### config.mk
export PLATFORM = sky130hd
export DESIGN_NAME = spi_ram_ctrl_v2_flat
export DESIGN_NICKNAME = d
export VERILOG_FILES = /design/src/rtl/spi_ram_ctrl_v2_if.sv /design/src/rtl/spi_ram_ctrl_v2.sv /design/src/flat_wrapper.sv
export SDC_FILE = /design/constraint.sdc
export NUM_CORES = 2
export LEC_CHECK = 0
export BUFFER_PORTS_ARGS = -buffer_cell sky130_fd_sc_hd__buf_2
export CAP_MARGIN = 5
export CORE_UTILIZATION = 55
export CTS_CLUSTER_SIZE = 14
export DETAILED_ROUTE_END_ITERATION = 12
export GPL_ROUTABILITY_DRIVEN = 0
export PLACE_DENSITY = 0.7
export SETUP_SLACK_MARGIN = 0.2
export SLEW_MARGIN = 10
export SYNTH_ARGS = -nofsm -noshare
export SYNTH_HDL_FRONTEND = slang
export SYNTH_SLANG_ARGS = --single-unit
export TNS_END_PERCENT = 50
### constraint.sdc
create_clock -name clk -period 10.95 [get_ports clk]
set_input_delay 0.5475 -clock clk [delete_from_list [all_inputs] [get_ports clk]]
set_output_delay 0.5475 -clock clk [all_outputs]
set_load 0.1 [all_outputs]
### src/rtl/spi_ram_ctrl_v2_if.sv
`default_nettype none
// ============================================================================
// Module      : spi_ram_ctrl_v2_if
// Description : Command / read-data bundle between the SPI slave front end
//               and the RAM controller.
//                 rx_valid, rx_data : framed command word {opcode[2:0], payload}
//                 tx_ready          : downstream accepts tx_data this cycle
//                 tx_valid, tx_data : read word offered downstream
//                 busy              : controller is not idle
//                 err               : one-cycle pulse on a rejected command
//               master = command source / data sink, slave = controller.
// Revision    : 1.0 - initial release
// ============================================================================
interface spi_ram_ctrl_v2_if #(
    parameter int DATA_W = 8
) ();
    logic              rx_valid;
    logic [DATA_W+2:0] rx_data;
    logic              tx_ready;
    logic              tx_valid;
    logic [DATA_W-1:0] tx_data;
    logic              busy;
    logic              err;

    modport master (
        output rx_valid, rx_data, tx_ready,
        input  tx_valid, tx_data, busy, err
    );

    modport slave (
        input  rx_valid, rx_data, tx_ready,
        output tx_valid, tx_data, busy, err
    );
endinterface
`default_nettype wire

### src/rtl/spi_ram_ctrl_v2.sv
`default_nettype none
// ============================================================================
// Module      : spi_ram_ctrl_v2
// Description : Command-decoding RAM controller. Decodes framed command words
//               into pointer updates, writes, single/burst reads with a
//               ready/valid output, and a sequential memory clear.
// Ports       : clk   - clock, rising edge
//               rst_n - asynchronous active-low reset
//               bus   - spi_ram_ctrl_v2_if.slave (rx_valid, rx_data, tx_ready,
//                       tx_valid, tx_data, busy, err)
// Revision    : 1.0 - initial release
// ============================================================================
module spi_ram_ctrl_v2 #(
    parameter int DATA_W   = 8,
    parameter int ADDR_W   = 8,
    parameter int DEPTH    = 256,
    parameter int AUTO_INC = 1
) (
    input  wire logic          clk,
    input  wire logic          rst_n,
    spi_ram_ctrl_v2_if.slave   bus
);

    localparam logic [1:0] c_st_idle = 2'd0;
    localparam logic [1:0] c_st_tx   = 2'd1;
    localparam logic [1:0] c_st_clr  = 2'd2;

    localparam logic [2:0] c_op_set_waddr = 3'b000;
    localparam logic [2:0] c_op_write     = 3'b001;
    localparam logic [2:0] c_op_set_raddr = 3'b010;
    localparam logic [2:0] c_op_read      = 3'b011;
    localparam logic [2:0] c_op_burst     = 3'b100;
    localparam logic [2:0] c_op_clear     = 3'b101;

    localparam int              c_iw    = (DEPTH > 1) ? $clog2(DEPTH) : 1;
    localparam logic [ADDR_W:0] c_depth = (ADDR_W+1)'(DEPTH);
    localparam logic [ADDR_W-1:0] c_last = ADDR_W'(DEPTH - 1);

    logic [1:0]        r_state;
    logic [ADDR_W-1:0] r_waddr;
    logic [ADDR_W-1:0] r_raddr;
    logic [ADDR_W-1:0] r_clr_cnt;
    logic [DATA_W-1:0] r_remaining;
    logic [DATA_W-1:0] r_tx_data;
    logic              r_tx_valid;
    logic              r_err;
    logic [DATA_W-1:0] r_mem [DEPTH];

    logic [2:0]        w_op;
    logic [DATA_W-1:0] w_payload;
    logic [ADDR_W-1:0] w_addr;
    logic              w_addr_ok;
    logic              w_idle;
    logic              w_accept;
    logic              w_reject;
    logic              w_cmd_ok;
    logic [ADDR_W-1:0] w_waddr_inc;
    logic [ADDR_W-1:0] w_raddr_inc;
    logic [DATA_W-1:0] w_rd_word;
    logic              w_wr_en;
    logic [c_iw-1:0]   w_wr_idx;
    logic [DATA_W-1:0] w_wr_data;

    assign w_op      = bus.rx_data[DATA_W+2:DATA_W];
    assign w_payload = bus.rx_data[DATA_W-1:0];
    assign w_addr    = w_payload[ADDR_W-1:0];

    // An address is only legal if it lies inside the RAM and no payload bit
    // above the pointer width is set (the shift yields zero when ADDR_W==DATA_W).
    assign w_addr_ok = ({1'b0, w_addr} < c_depth) && ((w_payload >> ADDR_W) == '0);

    assign w_idle   = (r_state == c_st_idle);
    assign w_accept = bus.rx_valid && w_idle;

    always_comb begin
        w_reject = 1'b0;
        case (w_op)
            c_op_set_waddr,
            c_op_set_raddr: w_reject = !w_addr_ok;
            c_op_write,
            c_op_read,
            c_op_clear:     w_reject = 1'b0;
            c_op_burst:     w_reject = (w_payload == '0);
            default:        w_reject = 1'b1;
        endcase
    end

    assign w_cmd_ok = w_accept && !w_reject;

    assign w_waddr_inc = (r_waddr == c_last) ? '0 : r_waddr + 1'b1;
    assign w_raddr_inc = (r_raddr == c_last) ? '0 : r_raddr + 1'b1;
    assign w_rd_word   = r_mem[r_raddr[c_iw-1:0]];

    // Single write port shared by WRITE commands and the clear sweep; the two
    // never coincide because commands are only accepted while idle.
    always_comb begin
        w_wr_en   = 1'b0;
        w_wr_idx  = r_waddr[c_iw-1:0];
        w_wr_data = w_payload;
        if (r_state == c_st_clr) begin
            w_wr_en   = 1'b1;
            w_wr_idx  = r_clr_cnt[c_iw-1:0];
            w_wr_data = '0;
        end else if (w_cmd_ok && (w_op == c_op_write)) begin
            w_wr_en   = 1'b1;
        end
    end

    // RAM contents are deliberately not reset.
    always_ff @(posedge clk) begin
        if (w_wr_en) begin
            r_mem[w_wr_idx] <= w_wr_data;
        end
    end

    always_ff @(posedge clk or negedge rst_n) begin
        if (!rst_n) begin
            r_state     <= c_st_idle;
            r_waddr     <= '0;
            r_raddr     <= '0;
            r_clr_cnt   <= '0;
            r_remaining <= '0;
            r_tx_data   <= '0;
            r_tx_valid  <= 1'b0;
            r_err       <= 1'b0;
        end else begin
            // Commands arriving while busy are dropped and flagged, as are
            // illegal commands arriving while idle.
            r_err <= bus.rx_valid && (!w_idle || w_reject);

            case (r_state)
                c_st_idle: begin
                    if (w_cmd_ok) begin
                        case (w_op)
                            c_op_set_waddr: r_waddr <= w_addr;
                            c_op_write: begin
                                if (AUTO_INC != 0) r_waddr <= w_waddr_inc;
                            end
                            c_op_set_raddr: r_raddr <= w_addr;
                            c_op_read: begin
                                r_tx_data   <= w_rd_word;
                                r_tx_valid  <= 1'b1;
                                r_remaining <= '0;
                                r_state     <= c_st_tx;
                                if (AUTO_INC != 0) r_raddr <= w_raddr_inc;
                            end
                            c_op_burst: begin
                                r_tx_data   <= w_rd_word;
                                r_tx_valid  <= 1'b1;
                                r_remaining <= w_payload - 1'b1;
                                r_state     <= c_st_tx;
                                r_raddr     <= w_raddr_inc;
                            end
                            c_op_clear: begin
                                r_clr_cnt <= '0;
                                r_state   <= c_st_clr;
                            end
                            default: ;
                        endcase
                    end
                end

                c_st_tx: begin
                    // Next word is fetched on the same edge the current one
                    // is taken, so bursts stream without bubbles.
                    if (bus.tx_ready) begin
                        if (r_remaining != '0) begin
                            r_tx_data   <= w_rd_word;
                            r_raddr     <= w_raddr_inc;
                            r_remaining <= r_remaining - 1'b1;
                        end else begin
                            r_tx_valid <= 1'b0;
                            r_state    <= c_st_idle;
                        end
                    end
                end

                c_st_clr: begin
                    if (r_clr_cnt == c_last) begin
                        r_waddr <= '0;
                        r_raddr <= '0;
                        r_state <= c_st_idle;
                    end else begin
                        r_clr_cnt <= r_clr_cnt + 1'b1;
                    end
                end

                default: r_state <= c_st_idle;
            endcase
        end
    end

    assign bus.tx_valid = r_tx_valid;
    assign bus.tx_data  = r_tx_data;
    assign bus.busy     = (r_state != c_st_idle);
    assign bus.err      = r_err;

endmodule
`default_nettype wire

### src/flat_wrapper.sv
// flat-port wrapper written by rule: the top's interface ports become plain ports
module spi_ram_ctrl_v2_flat 
#(
    parameter int DATA_W   = 8,
    parameter int ADDR_W   = 8,
    parameter int DEPTH    = 256,
    parameter int AUTO_INC = 1
)
  (clk, rst_n, bus_rx_valid, bus_rx_data, bus_tx_ready, bus_tx_valid, bus_tx_data, bus_busy, bus_err);
  spi_ram_ctrl_v2_if #(.DATA_W(DATA_W)) bus_i ();
  input  wire logic clk;
  input  wire logic rst_n;
  input wire logic [$bits(bus_i.rx_valid)-1:0] bus_rx_valid;
  input wire logic [$bits(bus_i.rx_data)-1:0] bus_rx_data;
  input wire logic [$bits(bus_i.tx_ready)-1:0] bus_tx_ready;
  output wire logic [$bits(bus_i.tx_valid)-1:0] bus_tx_valid;
  output wire logic [$bits(bus_i.tx_data)-1:0] bus_tx_data;
  output wire logic [$bits(bus_i.busy)-1:0] bus_busy;
  output wire logic [$bits(bus_i.err)-1:0] bus_err;
  assign bus_i.rx_valid = bus_rx_valid;
  assign bus_i.rx_data = bus_rx_data;
  assign bus_i.tx_ready = bus_tx_ready;
  assign bus_tx_valid = bus_i.tx_valid;
  assign bus_tx_data = bus_i.tx_data;
  assign bus_busy = bus_i.busy;
  assign bus_err = bus_i.err;
  spi_ram_ctrl_v2 #(.DATA_W(DATA_W), .ADDR_W(ADDR_W), .DEPTH(DEPTH), .AUTO_INC(AUTO_INC)) u_core (.clk(clk), .rst_n(rst_n), .bus(bus_i));
endmodule
# Yosys cells after proc, flatten, opt, wreduce, memory -nomap -nowiden
# Memories as Yosys holds them, arrays and structs flattened.
# Cells that the tools add are included.
[totals]
out_inout_bits = 11
inputBits = 15
ff_bits = 44
mem_count = 1
wordCells = 103
mem_bits_rw = 2048
[classes]
eq_ne = 22
muxes = 43
n_reduce_logical = 24
add_sub_neg = 5
[memory_table]
columns = ["memory", "words", "width", "rd", "rd_ports_with_merged_regs", "write_ports", "line", "rtl"]
rows = [
  ["u_core.r_mem", 256, 8, 1, 0, 1, "spi_ram_ctrl_v2.sv:47", "logic [DATA_W-1:0] r_mem [DEPTH];"],
]
[op_table]
columns = ["operator", "n"]
rows = [
  ["8-bit two-way mux", 19],
  ["8-bit case mux with 2 select lines", 7],
  ["8-bit by 1-bit adder with 8-bit output, second input constant", 3],
  ["8-bit == test, second input constant", 3],
  ["8-bit case mux with 3 select lines", 1],
  ["5-bit AND reduction", 4],
  ["8-bit by 1-bit subtractor with 8-bit output, second input constant", 2],
  ["2-bit inequality test, second input constant", 7],
  ["3-bit inequality test, second input constant", 4],
  ["8-bit logical NOT", 1],
  ["1-bit two-way mux", 8],
  ["2-bit two-way mux", 4],
  ["4-bit AND reduction", 2],
  ["8-bit nonzero test", 1],
  ["3-bit by 2-bit == test with 1-bit output, second input constant", 2],
  ["3-bit == test, second input constant", 2],
  ["2-bit case mux with 3 select lines", 1],
  ["6-bit AND reduction", 1],
  ["2-bit nonzero test", 3],
  ["5-bit OR reduction", 1],
  ["1-bit logical AND", 4],
  ["1-bit case mux with 2 select lines", 2],
  ["2-bit case mux with 2 select lines", 1],
  ["3-bit by 1-bit == test with 1-bit output, second input constant", 1],
  ["other kinds (9)", 10],
]

# Logic depth before layout (Yosys ltp)
[depth]
ltp_word = 10
mapped_depth = 11
ltp_nobuf = 8

# Worst setup path before layout
# No wires, ideal clock.
[synth_timing]
path_kind = "register to register"
start = "register u_core.r_state[0]"
end = "memory u_core.r_mem[0][6] (data pin)"
n_path_buf = 4
setup_ns = 1.452
path_stages_with_launch = 8
slack_ns = 1.906
t_arrival_ns = 7.592
required_ns = 9.498
period_less_slack_ns = 9.044
cell_sequence = "dfrtp_1 -> inv_1 -> ha_1 -> clkbuf_1 -> clkbuf_1 -> clkbuf_1 -> clkbuf_1 -> nor2b_1"
[synth_between]
elab_chain_cells = 2
[synth_lines]
columns = ["element", "line", "rtl"]
rows = [
  ["from (decl)", "spi_ram_ctrl_v2.sv:39", "logic [1:0] r_state;"],
  ["from (signal assigned)", "spi_ram_ctrl_v2.sv:118", "r_state <= c_st_idle;"],
  ["from (signal assigned)", "spi_ram_ctrl_v2.sv:144", "r_state <= c_st_tx;"],
  ["from (signal assigned)", "spi_ram_ctrl_v2.sv:151", "r_state <= c_st_tx;"],
  ["2-bit == test", "spi_ram_ctrl_v2.sv:100", "if (r_state == c_st_clr) begin"],
  ["8-bit two-way mux", "spi_ram_ctrl_v2.sv:100", ""],
  ["net u_core.w_wr_data[6]", "spi_ram_ctrl_v2.sv:62", "logic [DATA_W-1:0] w_wr_data;"],
  ["to (decl)", "spi_ram_ctrl_v2.sv:47", ""],
]
# The timed path passes the listed nets, and every way through them passes these cells.

# Final worst setup path
[layout_timing]
start = "register u_core.r_raddr[0]"
end = "register u_core.r_tx_data[1], in the netlist u_core.bus.tx_data[1]"
[layout_between]
elab_chain_cells = 4
elab_cells_between_ends = 6
cone_classes = "5 x mux; 1 x memory"
[layout_lines]
columns = ["element", "line", "rtl"]
rows = [
  ["from (decl)", "spi_ram_ctrl_v2.sv:41", "logic [ADDR_W-1:0] r_raddr;"],
  ["from (signal assigned)", "spi_ram_ctrl_v2.sv:139", "c_op_set_raddr: r_raddr <= w_addr;"],
  ["from (signal assigned)", "spi_ram_ctrl_v2.sv:145", "if (AUTO_INC != 0) r_raddr <= w_raddr_inc;"],
  ["from (signal assigned)", "spi_ram_ctrl_v2.sv:152", "r_raddr <= w_raddr_inc;"],
  ["memory read 256 x 8 bit (*)", "-", ""],
  ["8-bit two-way mux, on equally long branches", "spi_ram_ctrl_v2.sv:167, spi_ram_ctrl_v2.sv:134", ""],
  ["8-bit two-way mux, on equally long branches", "spi_ram_ctrl_v2.sv:166, spi_ram_ctrl_v2.sv:133", ""],
  ["8-bit case mux with 2 select lines (*)", "spi_ram_ctrl_v2.sv:131", "case (r_state)"],
  ["to (signal assigned)", "spi_ram_ctrl_v2.sv:141", "r_tx_data <= w_rd_word;"],
  ["to (signal assigned)", "spi_ram_ctrl_v2.sv:148", "r_tx_data <= w_rd_word;"],
  ["to (signal assigned)", "spi_ram_ctrl_v2.sv:168", "r_tx_data <= w_rd_word;"],
  ["to (decl)", "spi_ram_ctrl_v2.sv:44", "logic [DATA_W-1:0] r_tx_data;"],
]
# Mark *: on every way between the ends. The rest lies on a longest branch, timed or not. The select of a mux whose other input is x is not followed.
# A chain may end at the register's enable or synchronous reset.

==> results.py <==
metrics = {
    "status": {
        "outcome": "finished, final reports clean",
    },
    "timing": {
        "maxSlewViolCount": 0,
        "worst_pin_slew_ps": 1445,
        "relSlewSlack": 0.02407,
        "max_freq_mhz": 180.6,
        "hold_slack_ps": 142.5,
        "skew_ps": 23.02,
        "hold_violations": 0,
        "setup_violations": 0,
        "setup_tns_ps": 0,
        "fin_crit_ps": 5537,
        "finalCritPeriodShare": 0.5057,
        "rsz0062_at_grt": "no",
    },
    "grt": {
        "grt_pass1_wl_um": 300100,
        "grt.total_usage": 0.2763,
        "grt_max_degree": 205,
        "grt_overflow": 0,
        "grt_pass1_vias": 41920,
        "antenna_found_initial": 4,
    },
    "yosys": {
        "synth.area.top_cells": "edfxtp_1, mux4_2, mux2i_1",
        "ys_seq_elements": 2092,
        "synth_edf_count": 2048,
        "netlist_area_mm2": 0.08259,
        "yosysSeqAreaShare": 0.7580,
        "avgSynthCellArea_um2": 19.41,
        "synth_ff_type": "edfxtp_1",
        "async_reset_ff_frac": 0.02103,
        "synth_nets": 4279,
        "ys_types": 72,
        "synth_warnings": 0,
        "synth_top_area_frac": 0.7446,
        "synthCells": 4254,
        "synth.largest_area_cell": "edfxtp_1",
    },
    "hold_path": {
        "whs_path_depth": 3,
        "hold_path_class": "primary input to flip-flop",
    },
    "worst_setup_path": {
        "cp_max_fo": 99,
        "required_ps": 11590,
        "start_kind": "flip-flop",
        "r2r_slack_ps": 5410,
        "worstRegToRegCells": 8,
        "crit_type": "flip-flop to flip-flop",
        "worstPathArrival_ps": 6170,
        "critPathCaptureType": "flip-flop",
    },
    "place": {
        "portBuffers": 25,
        "hpwl_um": 121600,
    },
    "pwr": {
        "power.internal_uw": 15360,
        "switching_share": 0.3152,
        "power_leakage_uw": 0.02806,
        "clkPwrFrac": 0.303,
        "peakVddDrop_v": 0.0001868,
        "power_switching_uw": 7069,
        "p_per_area_mw_per_mm2": 246.2,
        "p_comb_frac": 0.270,
        "p_seq_frac": 0.427,
    },
    "final_layout": {
        "mostFrequentLayoutCells": "edfxtp_1, mux4_2, nor2_1",
        "area_growth_pct": 10.30,
        "nets": 4332,
        "drive_gt1_frac": 0.1930,
        "mostFrequentLayoutCell": "edfxtp_1",
    },
    "routing": {
        "num_vias": 42900,
        "viasPerCell": 6.624,
        "drc": 0,
        "drt_iter0_drc": 5915,
        "routed_wl_um": 208000,
        "ant_nets": 0,
        "wl_per_cell_um": 32.11,
        "drt-pass1-iter-count": 6,
    },
    "cts": {
        "clkTransAtPathRegs_ps": 60,
        "post_cts_buffers": 0,
        "clk_latency_ps": 820,
        "tritoncts": "yes",
        "h-tree-depth": 4,
        "clock-sinks": 2092,
        "cts-buffers-inserted": 199,
        "cts-root-buf": "clkbuf_16",
        "cts.path.max_buffers": 3,
    },
    "die": {
        "die-area_mm2": 0.1517,
        "start_util": 0.5567,
        "std_cell_rows": 141,
        "die_w_um": 389.5,
        "core-area_mm2": 0.1484,
        "die_h_um": 389.5,
        "io_pins": 26,
    },
    "run": {
        "max_cap_violations": 0,
    },
}
[layer usage]
metal  track usage  routed length (um)
met5             0                  51
met4       0.09871                7158
met3       0.06523               21580
met2        0.4144               96320
met1        0.4007               82850
[area by class of cell]
type / instances / area (um2)
diodes: 3 / 7.507
fillers: 10210 / 57270
clock inverters: 111 / 1021
multi-input cells: 1881 / 18620
well taps: 2002 / 2505
clock buffers: 254 / 5384
repair buffers: 107 / 843.3
flip-flops and latches: 2092 / 62620
inverters: 26 / 100.1
[stage by stage]
step / setup slack [ps] / total power, uW / utilization / instance area [um2] / cells
finish: 5413 / 22430 / 0.6140 / 91100 / 6476
CTS: 5400 / 22440 / 0.6140 / 91090 / 6473
floorplan: 1906 / 13860 / - / 82590 / 4254
global route: 5307 / 23050 / 0.6140 / 91090 / 6474
detailed placement: 5402 / 15740 / 0.5707 / 84680 / 6107
global placement: 5529 / 15660 / 0.5707 / 84680 / 6107
[cell families (layout without fill, tap and decap cells)]
kind of cell	after synthesis	in the layout	share of synthesized area
AO/OA/AOI/OAI	508	508	0.04334
multiplexers	663	663	0.1412
adder cells (fa/ha/maj)	10	10	0.001515
AND/OR/NAND/NOR	693	693	0.03727
XOR/XNOR	7	7	0.0007423
flip-flops	2092	2092	0.7580
buffers and inverters	281	498	0.01794
other	0	3	0
[worst max-delay path: stages, from the launching register on]
cell       delay [ps]
dfrtp_4           870
buf_12            620
buf_4             690
mux4_2            590
a2111oi_0         820
buf_4             250
nor3_1             50
o41ai_1           920
a41oi_1           260
[state kept, by name (all words and copies together), names as in the netlist]
signal and count:
u_core.r_waddr 8, u_core.bus.tx_valid 1, u_core.r_state 2, u_core.bus.tx_data 8, u_core.r_remaining 8, u_core.r_raddr 8
u_core.r_mem 2048, u_core.r_clr_cnt 8, u_core.bus.err 1
[worst paths after layout]
check,start,endpoint
worst max-delay path,u_core.r_raddr[0],u_core.bus.tx_data[1]
worst max register to register,u_core.r_raddr[0],u_core.bus.tx_data[1]
worst min register to register,u_core.r_remaining[0],u_core.r_remaining[0]
min in group asynchronous,rst_n,u_core.bus.tx_valid
max in group asynchronous,rst_n,u_core.r_raddr[1]
worst min-delay path,bus_rx_data[7],u_core.r_raddr[7]
[cell usage after synthesis, drive strengths merged, types with 44 or more instances]
cell type,instances
edfxtp,2048
mux2i,235
nor2,365
a22oi,93
buf,136
o21ai,64
dfrtp,44
nand2,113
a21oi,71
o22ai,61
nor3,54
mux4,399
clkbuf,119
[repair_timing]
| item | CTS | global route |
|---|---|---|
| gates resized for setup | 0 | 0 |
| hold buffers | 1 | 0 |
| hold endpoints to repair | 44 | 0 |
[power groups by stage]
| stage | clock [uW] | sequential [uW] | combinational (uW) |
|---|---|---|---|
| 6_report | 6800 | 9580 | 6050 |
| 5_1_grt | 7150 | 9580 | 6320 |
| 4_1_cts | 6850 | 9570 | 6030 |
| 3_5_place_dp | 0 | 9730 | 6000 |
| 3_3_place_gp | 0 | 9730 | 5930 |
| 2_1_floorplan | 0 | 9880 | 3980 |
No activity file was read; power rests on OpenSTA's default activity.
